===== config.mk =====
export PLATFORM = sky130hd
export DESIGN_NAME = gpio_config_decoder
export DESIGN_NICKNAME = d
export VERILOG_FILES = /design/src/rtl/gpio_config_decoder.sv
export SDC_FILE = /design/constraint.sdc
export NUM_CORES = 2
export LEC_CHECK = 0
export ABC_AREA = 1
export ABC_CLOCK_PERIOD_IN_PS = 3200
export BUFFER_PORTS_ARGS = -buffer_cell sky130_fd_sc_hd__clkbuf_2
export CAP_MARGIN = 5
export CELL_PAD_IN_SITES_DETAIL_PLACEMENT = 1
export CELL_PAD_IN_SITES_GLOBAL_PLACEMENT = 2
export CORE_AREA = 10 10 429 431
export CTS_CLUSTER_SIZE = 8
export DETAILED_ROUTE_END_ITERATION = 7
export DIE_AREA = 0 0 439 441
export GPL_ROUTABILITY_DRIVEN = 0
export GPL_TIMING_DRIVEN = 0
export PLACE_DENSITY_LB_ADDON = 0.1
export SLEW_MARGIN = 40
export SYNTH_ARGS = -nofsm -noshare
export SYNTH_HDL_FRONTEND = slang
export SYNTH_SLANG_ARGS = --single-unit

===== constraint.sdc =====
create_clock -name clk -period 3.2 [get_ports clk]
set_clock_uncertainty 0.05 [all_clocks]
set_input_delay 0.64 -clock clk [delete_from_list [all_inputs] [get_ports clk]]
set_output_delay 0.64 -clock clk [all_outputs]
set_load 0.03 [all_outputs]

===== src/rtl/gpio_config_decoder.sv =====
// gpio_config_decoder: synchronizes the PS GPIO bus, shifts serial config registers and issues per-channel strobes, trigger and fabric reset.
module gpio_config_decoder #(
    parameter int GPIO_BUS_WIDTH   = 16,
    parameter int CONFIG_REG_WIDTH = 256,
    parameter int NUM_CHANNELS     = 16,
    parameter int ADC_SHIFT_WIDTH  = 8
) (
    input  logic                        clk,
    input  logic                        rst_n,
    input  logic [GPIO_BUS_WIDTH-1:0]   gpio_in,
    output logic [NUM_CHANNELS-1:0]     channel_sel,
    output logic [CONFIG_REG_WIDTH-1:0] cycle_count,
    output logic [ADC_SHIFT_WIDTH-1:0]  adc_shift_val,
    output logic [CONFIG_REG_WIDTH-1:0] adc_num_cycles,
    output logic [CONFIG_REG_WIDTH-1:0] pre_delay_cycles,
    output logic [CONFIG_REG_WIDTH-1:0] post_delay_cycles,
    output logic                        ser_data,
    output logic [NUM_CHANNELS-1:0]     mask_shift,
    output logic [NUM_CHANNELS-1:0]     mux_shift,
    output logic [NUM_CHANNELS-1:0]     lock_shift,
    output logic [NUM_CHANNELS-1:0]     mask_en_shift,
    output logic                        trigger_pulse,
    output logic                        pl_rst_out
);
    localparam int NL = 13;

    logic [NL-1:0] s1_q, s2_q, s3_q, rise;
    logic sd, pl, unused_gpio;
    logic [NUM_CHANNELS-1:0] channel_sel_q, channel_sel_d;
    logic [CONFIG_REG_WIDTH-1:0] cycle_count_q, cycle_count_d, adc_num_q, adc_num_d;
    logic [CONFIG_REG_WIDTH-1:0] pre_delay_q, pre_delay_d, post_delay_q, post_delay_d;
    logic [ADC_SHIFT_WIDTH-1:0] adc_shift_q, adc_shift_d;
    logic [NUM_CHANNELS-1:0] mask_q, mask_d, mux_q, mux_d, lock_q, lock_d, mask_en_q, mask_en_d;
    logic ser_data_q, trigger_q, trigger_d, pl_rst_q;

    assign unused_gpio = ^gpio_in[GPIO_BUS_WIDTH-1:NL];
    assign rise = s2_q & ~s3_q;
    assign sd   = s2_q[0];
    assign pl   = s2_q[5];

    // Two-stage synchronizer plus one history stage for rising-edge detection.
    always_ff @(posedge clk or negedge rst_n) begin
        if (!rst_n) begin
            s1_q <= '0;
            s2_q <= '0;
            s3_q <= '0;
        end else begin
            s1_q <= gpio_in[NL-1:0];
            s2_q <= s1_q;
            s3_q <= s2_q;
        end
    end

    // MSB-first shifts on each serial clock edge; strobes carry the pre-shift select; fabric reset wins over everything.
    always_comb begin
        channel_sel_d = pl ? '0 : rise[2]  ? {channel_sel_q[NUM_CHANNELS-2:0], sd}    : channel_sel_q;
        cycle_count_d = pl ? '0 : rise[3]  ? {cycle_count_q[CONFIG_REG_WIDTH-2:0], sd} : cycle_count_q;
        adc_shift_d   = pl ? '0 : rise[7]  ? {adc_shift_q[ADC_SHIFT_WIDTH-2:0], sd}    : adc_shift_q;
        adc_num_d     = pl ? '0 : rise[8]  ? {adc_num_q[CONFIG_REG_WIDTH-2:0], sd}     : adc_num_q;
        pre_delay_d   = pl ? '0 : rise[9]  ? {pre_delay_q[CONFIG_REG_WIDTH-2:0], sd}   : pre_delay_q;
        post_delay_d  = pl ? '0 : rise[10] ? {post_delay_q[CONFIG_REG_WIDTH-2:0], sd}  : post_delay_q;
        mask_d        = (rise[1]  && !pl) ? channel_sel_q : '0;
        mux_d         = (rise[4]  && !pl) ? channel_sel_q : '0;
        lock_d        = (rise[11] && !pl) ? channel_sel_q : '0;
        mask_en_d     = (rise[12] && !pl) ? channel_sel_q : '0;
        trigger_d     = rise[6] && !pl;
    end

    // Configuration, strobe and control output registers.
    always_ff @(posedge clk or negedge rst_n) begin
        if (!rst_n) begin
            channel_sel_q <= '0;
            cycle_count_q <= '0;
            adc_shift_q   <= '0;
            adc_num_q     <= '0;
            pre_delay_q   <= '0;
            post_delay_q  <= '0;
            mask_q        <= '0;
            mux_q         <= '0;
            lock_q        <= '0;
            mask_en_q     <= '0;
            trigger_q     <= 1'b0;
            ser_data_q    <= 1'b0;
            pl_rst_q      <= 1'b0;
        end else begin
            channel_sel_q <= channel_sel_d;
            cycle_count_q <= cycle_count_d;
            adc_shift_q   <= adc_shift_d;
            adc_num_q     <= adc_num_d;
            pre_delay_q   <= pre_delay_d;
            post_delay_q  <= post_delay_d;
            mask_q        <= mask_d;
            mux_q         <= mux_d;
            lock_q        <= lock_d;
            mask_en_q     <= mask_en_d;
            trigger_q     <= trigger_d;
            ser_data_q    <= sd;
            pl_rst_q      <= pl;
        end
    end

    assign channel_sel       = channel_sel_q;
    assign cycle_count       = cycle_count_q;
    assign adc_shift_val     = adc_shift_q;
    assign adc_num_cycles    = adc_num_q;
    assign pre_delay_cycles  = pre_delay_q;
    assign post_delay_cycles = post_delay_q;
    assign ser_data          = ser_data_q;
    assign mask_shift        = mask_q;
    assign mux_shift         = mux_q;
    assign lock_shift        = lock_q;
    assign mask_en_shift     = mask_en_q;
    assign trigger_pulse     = trigger_q;
    assign pl_rst_out        = pl_rst_q;
endmodule


After elaboration in Yosys (flattened, before gate mapping)
Cells that the tools add are included.
{ "word_totals": {"latchBits": 0, "ram_bits": 0, "input_bits": 18, "word_cells": 46, "n_memories": 0, "reg_bits": 1154, "romBits": 0} }
{ "op_classes": {"multipliers": 0, "eq_ne": 0, "n_reduce_logical": 12, "div": 0, "n_addsub": 0, "shifts": 0, "n_lt_le_gt_ge": 0, "mux": 16, "bitwise_logic": 2} }
{ "ops": {"columns": ["cell", "count"], "rows": [
  ["two-way mux 256 bit", 8],
  ["two-way mux 16 bit", 6],
  ["two-way mux 8 bit", 2],
  ["AND 13 bit", 1],
  ["inverter 13 bit", 1],
  ["nonzero test 2 bit", 6],
  ["logical AND 1 bit", 5],
  ["zero test 1 bit", 1]
]} }

Depth between registers and ports, before layout
{ "depth": {"word_depth": 4, "ltp_mapped": 7} }

Worst setup path after synthesis
No wires, ideal clock.
{ "synth_timing": {"kind": "reg2reg", "from": "register s2_q[5]", "to": "register post_delay_q[0] (netlist: post_delay_cycles[0])", "stages_incl_launch_ff": 8, "synth_period_minus_slack_ns": 1.253, "arrival_time_ns": 1.138, "path_slack_ns": 1.947, "cell_sequence": "dfrtp_1 buf_2 buf_6 buf_6 buf_6 nor2_1 nand2_1 nand2_1"} }
{ "synth_between": {"elab_chain_cells": 1, "elab_cells_between_ends": 2} }
{ "synth_rtl": {"columns": ["element", "line_no", "rtl"], "rows": [
  ["from (decl)", "27", "logic [NL-1:0] s1_q, s2_q, s3_q, rise;"],
  ["from (signal assigned)", "49", "s2_q <= s1_q;"],
  ["two-way mux 256 bit / nonzero test 2 bit (equally long branches)", null, null],
  ["to (signal assigned)", "91", "post_delay_q <= post_delay_d;"],
  ["to (decl)", "31", "logic [CONFIG_REG_WIDTH-1:0] pre_delay_q, pre_delay_d, post_delay_q, post_delay_d;"]
]} }
Parallel ways exist; a longest one is shown, timed or not.
A chain may end at the register's enable or synchronous reset.

==> impl_results.md <==
- Total Nets Final: 8212
- Area leader, netlist: dfrtp_1
- Grt ovf: 0
- Crit share post-route: 88.81%
- WL final: 214200 um
- Outcome: completed
- Die area: 193600 um2
- Simple-gate share of the synthesized area: 31.54%
- Max Cap Viol: 0
- RSZ-0062 raised after global routing: false
- Synthesized flop and latch total: 1152
- Synth cell types: 10
- Slew Limit Fails: 0
- Minimum clock period: 2.842 ns
- Top-area cell type share of the netlist area: 56.53%
- Initial antenna violation count: 6
- Setup-failing EPs final: 0
- Clock buffer depth: 3
- Flop2flop setup slack: 1.21 ns
- Adder-Cell Fraction of Synth Area: 0%
- CP Data Arrival Time: 3.76 ns
- Psw: 7784 uW
- Num CTS Buffers: 163
- Total GRT Usage: 21.58%
- DP Area: 60190 um2
- Sequential cell area fraction in the yosys report: 56.53%
- Reg-to-reg critical path endpoint: mask_shift[13]
- Max Fanout on Critical Path: 57
- Worst-Margin Slew: 0.6737 ns
- Critical path class: input pin to async pin
- Clock Latency Late Sink: 0.79 ns
- CTS HTree Levels: 4
- Logic pwr share: 4.7%
- Post-synth EDFFs: 0
- Area grow syn2layout: 27.32%
- Via count: 45200
- TritonRoute pass-1 iters: 5
- Max Clk Rate: 351.9 MHz
- Synth top cells by count: nand2_1, dfrtp_1, nor2_1, inv_1, buf_2
- Worst slew margin: 55.09%
- HP Class: input pin to async pin
- Main combinational cell family by area after synthesis: simple AND/OR/NAND/NOR gates
- Synth Flop Type: dfrtp_1
- Worst EP required: 4.12 ns
- Seq pwr share: 45.7%
- Mapped Area: 50990 um2
- Final core utilization: 37.03%
- Post-synthesis net count: 6873
- Static leakage: 0.03648 uW
- # rows: 154
- Core box area: 175300 um2
- Share of cells above drive strength 1: 19.40%
- Clk pwr share: 49.6%
- Routed Antenna Nets: 0
- Power Internal: 24210 uW
- Clock-pin slew on the worst setup and hold paths: 0.05 ns
- Pre-CTS setup slack: -0.6957 ns
- Xor and xnor area share after synthesis: 0%
- Residual DRC: 0
- First-pass GRT wire length: 314300 um
- Wire length per cell: 20.29 um
- Post-DP HPWL: 167500 um
- Switching part of the total: 24.33%
- Cell Pwr Density: 492.9 nW/um2
- Filler cells: 21840
- Die X: 439 um
- Pin count of the biggest net entering global routing: 63
- Post-Synthesis Cells: 6855
- Final cell count without fillers: 10560
- Mux cell area share after synthesis: 0%
- Reg2Reg Depth: 6
- Ports: 1133
- CTS tree: done
- Root Driver: clkbuf_16
- Hold slack: 0.2224 ns
- Fin. Hold Viols: 0
- Post-CTS setup buffer count: 0
- IO Port Bufs: 1129
- Vias in the first global route: 46830
- CTS sink cnt: 1152
- Ys async rst share: 100.0%
- Top-count cell post-synth: nand2_1
- Max rail drop VDD: 503.0 uV
- FF-to-FF Start: s2_q[5]
- Die height: 441 um
- CP startpoint kind: input pin
- Synth Area in Compound Gates: 0%
- DP Cell Count: 10350
- Syn Area/Cell: 7.439 um2
- Vias per inst: 4.281
- Ys Warns: 0
- Design Area, Final: 64920 um2
- Starting Density: 29.08%
- Crit end category: async pin
- Final WS setup: 0.3582 ns
- Largest cells by area after synthesis: dfrtp_1, nand2_1, nor2_1, inv_1, buf_2
- Starting DRT DRC Count: 2188
logic make-up (layout without fill, tap and decap cells):
| group | after synthesis | in the layout |
|---|---|---|
| buffers and inverters | 1428 | 2790 |
| other | 0 | 1 |
| flip-flops | 1152 | 1152 |
| AND/OR/NAND/NOR | 4275 | 4275 |
power groups by stage:
stage / logic [uW] / registers (uW) / clock network (uW)
floorplan: 655 / 14900 / 0
global placement: 1420 / 14900 / 0
detailed placement: 1510 / 14900 / 0
CTS: 1560 / 14600 / 16500
global route: 1680 / 14600 / 17000
finish: 1500 / 14600 / 15900
worst max-delay path by stage:
stage / slack, ns / cells past startpoint / end / start
global route: 0.07 / 11 / pre_delay_cycles[153] / rst_n
detailed placement: -0.70 / 10 / pre_delay_cycles[152] / rst_n
finish: 0.36 / 11 / pre_delay_cycles[153] / rst_n
global placement: -30.92 / 1 / pre_delay_cycles[158] / rst_n
floorplan: 1.95 / 7 / post_delay_cycles[0] / s2_q[5]
CTS: 0.06 / 11 / pre_delay_cycles[153] / rst_n
repair_timing:
| action | CTS | global route |
|---|---|---|
| resized for setup | 0 | 0 |
| hold buffers | 21 | 0 |
| hold endpoints to repair | 189 | 0 |
| endpoints found under the setup margin | 0 | 40 |
routing by layer:
layer | vias up | track usage [%] | wire length, um
li1 | 22120 | - | -
met1 | 21920 | 23.73 | 81260
met2 | 870 | 38.04 | 108200
met3 | 295 | 6.988 | 15130
met4 | 0 | 9.260 | 9630
met5 | - | 0 | 0
sequential cells by signal (all words and copies together), names as in the netlist, 8 cells and up:
signal	cells
s1_q	13
channel_sel	16
mux_shift	16
mask_en_shift	16
mask_shift	16
s3_q	13
post_delay_cycles	256
adc_shift_val	8
adc_num_cycles	256
cycle_count	256
lock_shift	16
pre_delay_cycles	256
s2_q	13
critical path, stage by stage:
cell and delay, ns:
dlygate4sd3_1 0.55, clkbuf_8 0.22, buf_16 0.14, buf_16 0.13
buf_16 0.25, buf_16 0.31, buf_16 0.30, buf_16 0.24
buf_16 0.28, buf_16 0.24, buf_16 0.26
layout make-up:
class	count	area, um2	share of cell area [%]
sequential	1152	28830	44.40
multi-input combinational	4275	16080	24.77
timing repair buffer	1174	6613	10.18
clock buffer	178	4252	6.548
inverter	1081	4058	6.250
tap	2340	2928	4.510
buffer	347	2027	3.122
clock inverter	10	133.9	0.2062
antenna	1	2.502	0.003854
layout by cell type (no fill, tap or decap), drive strengths merged:
| master | instances |
|---|---|
| dfrtp | 1152 |
| nor2 | 1120 |
| clkbuf | 1351 |
| dlygate4sd3 | 16 |
| nand2 | 3154 |
| clkinvlp | 1 |
| nand3b | 1 |
| diode | 1 |
| inv | 1087 |
| clkinv | 3 |
| buf | 332 |
through the flow:
| step | TNS (ns) | total power, uW |
|---|---|---|
| 2_1_floorplan | 0 | 15550 |
| 3_3_place_gp | - | 16350 |
| 3_5_place_dp | -52.30 | 16390 |
| 4_1_cts | 0 | 32660 |
| 5_1_grt | 0 | 33310 |
| 6_report | 0 | 32000 |
(Power assumes the default switching activity.)
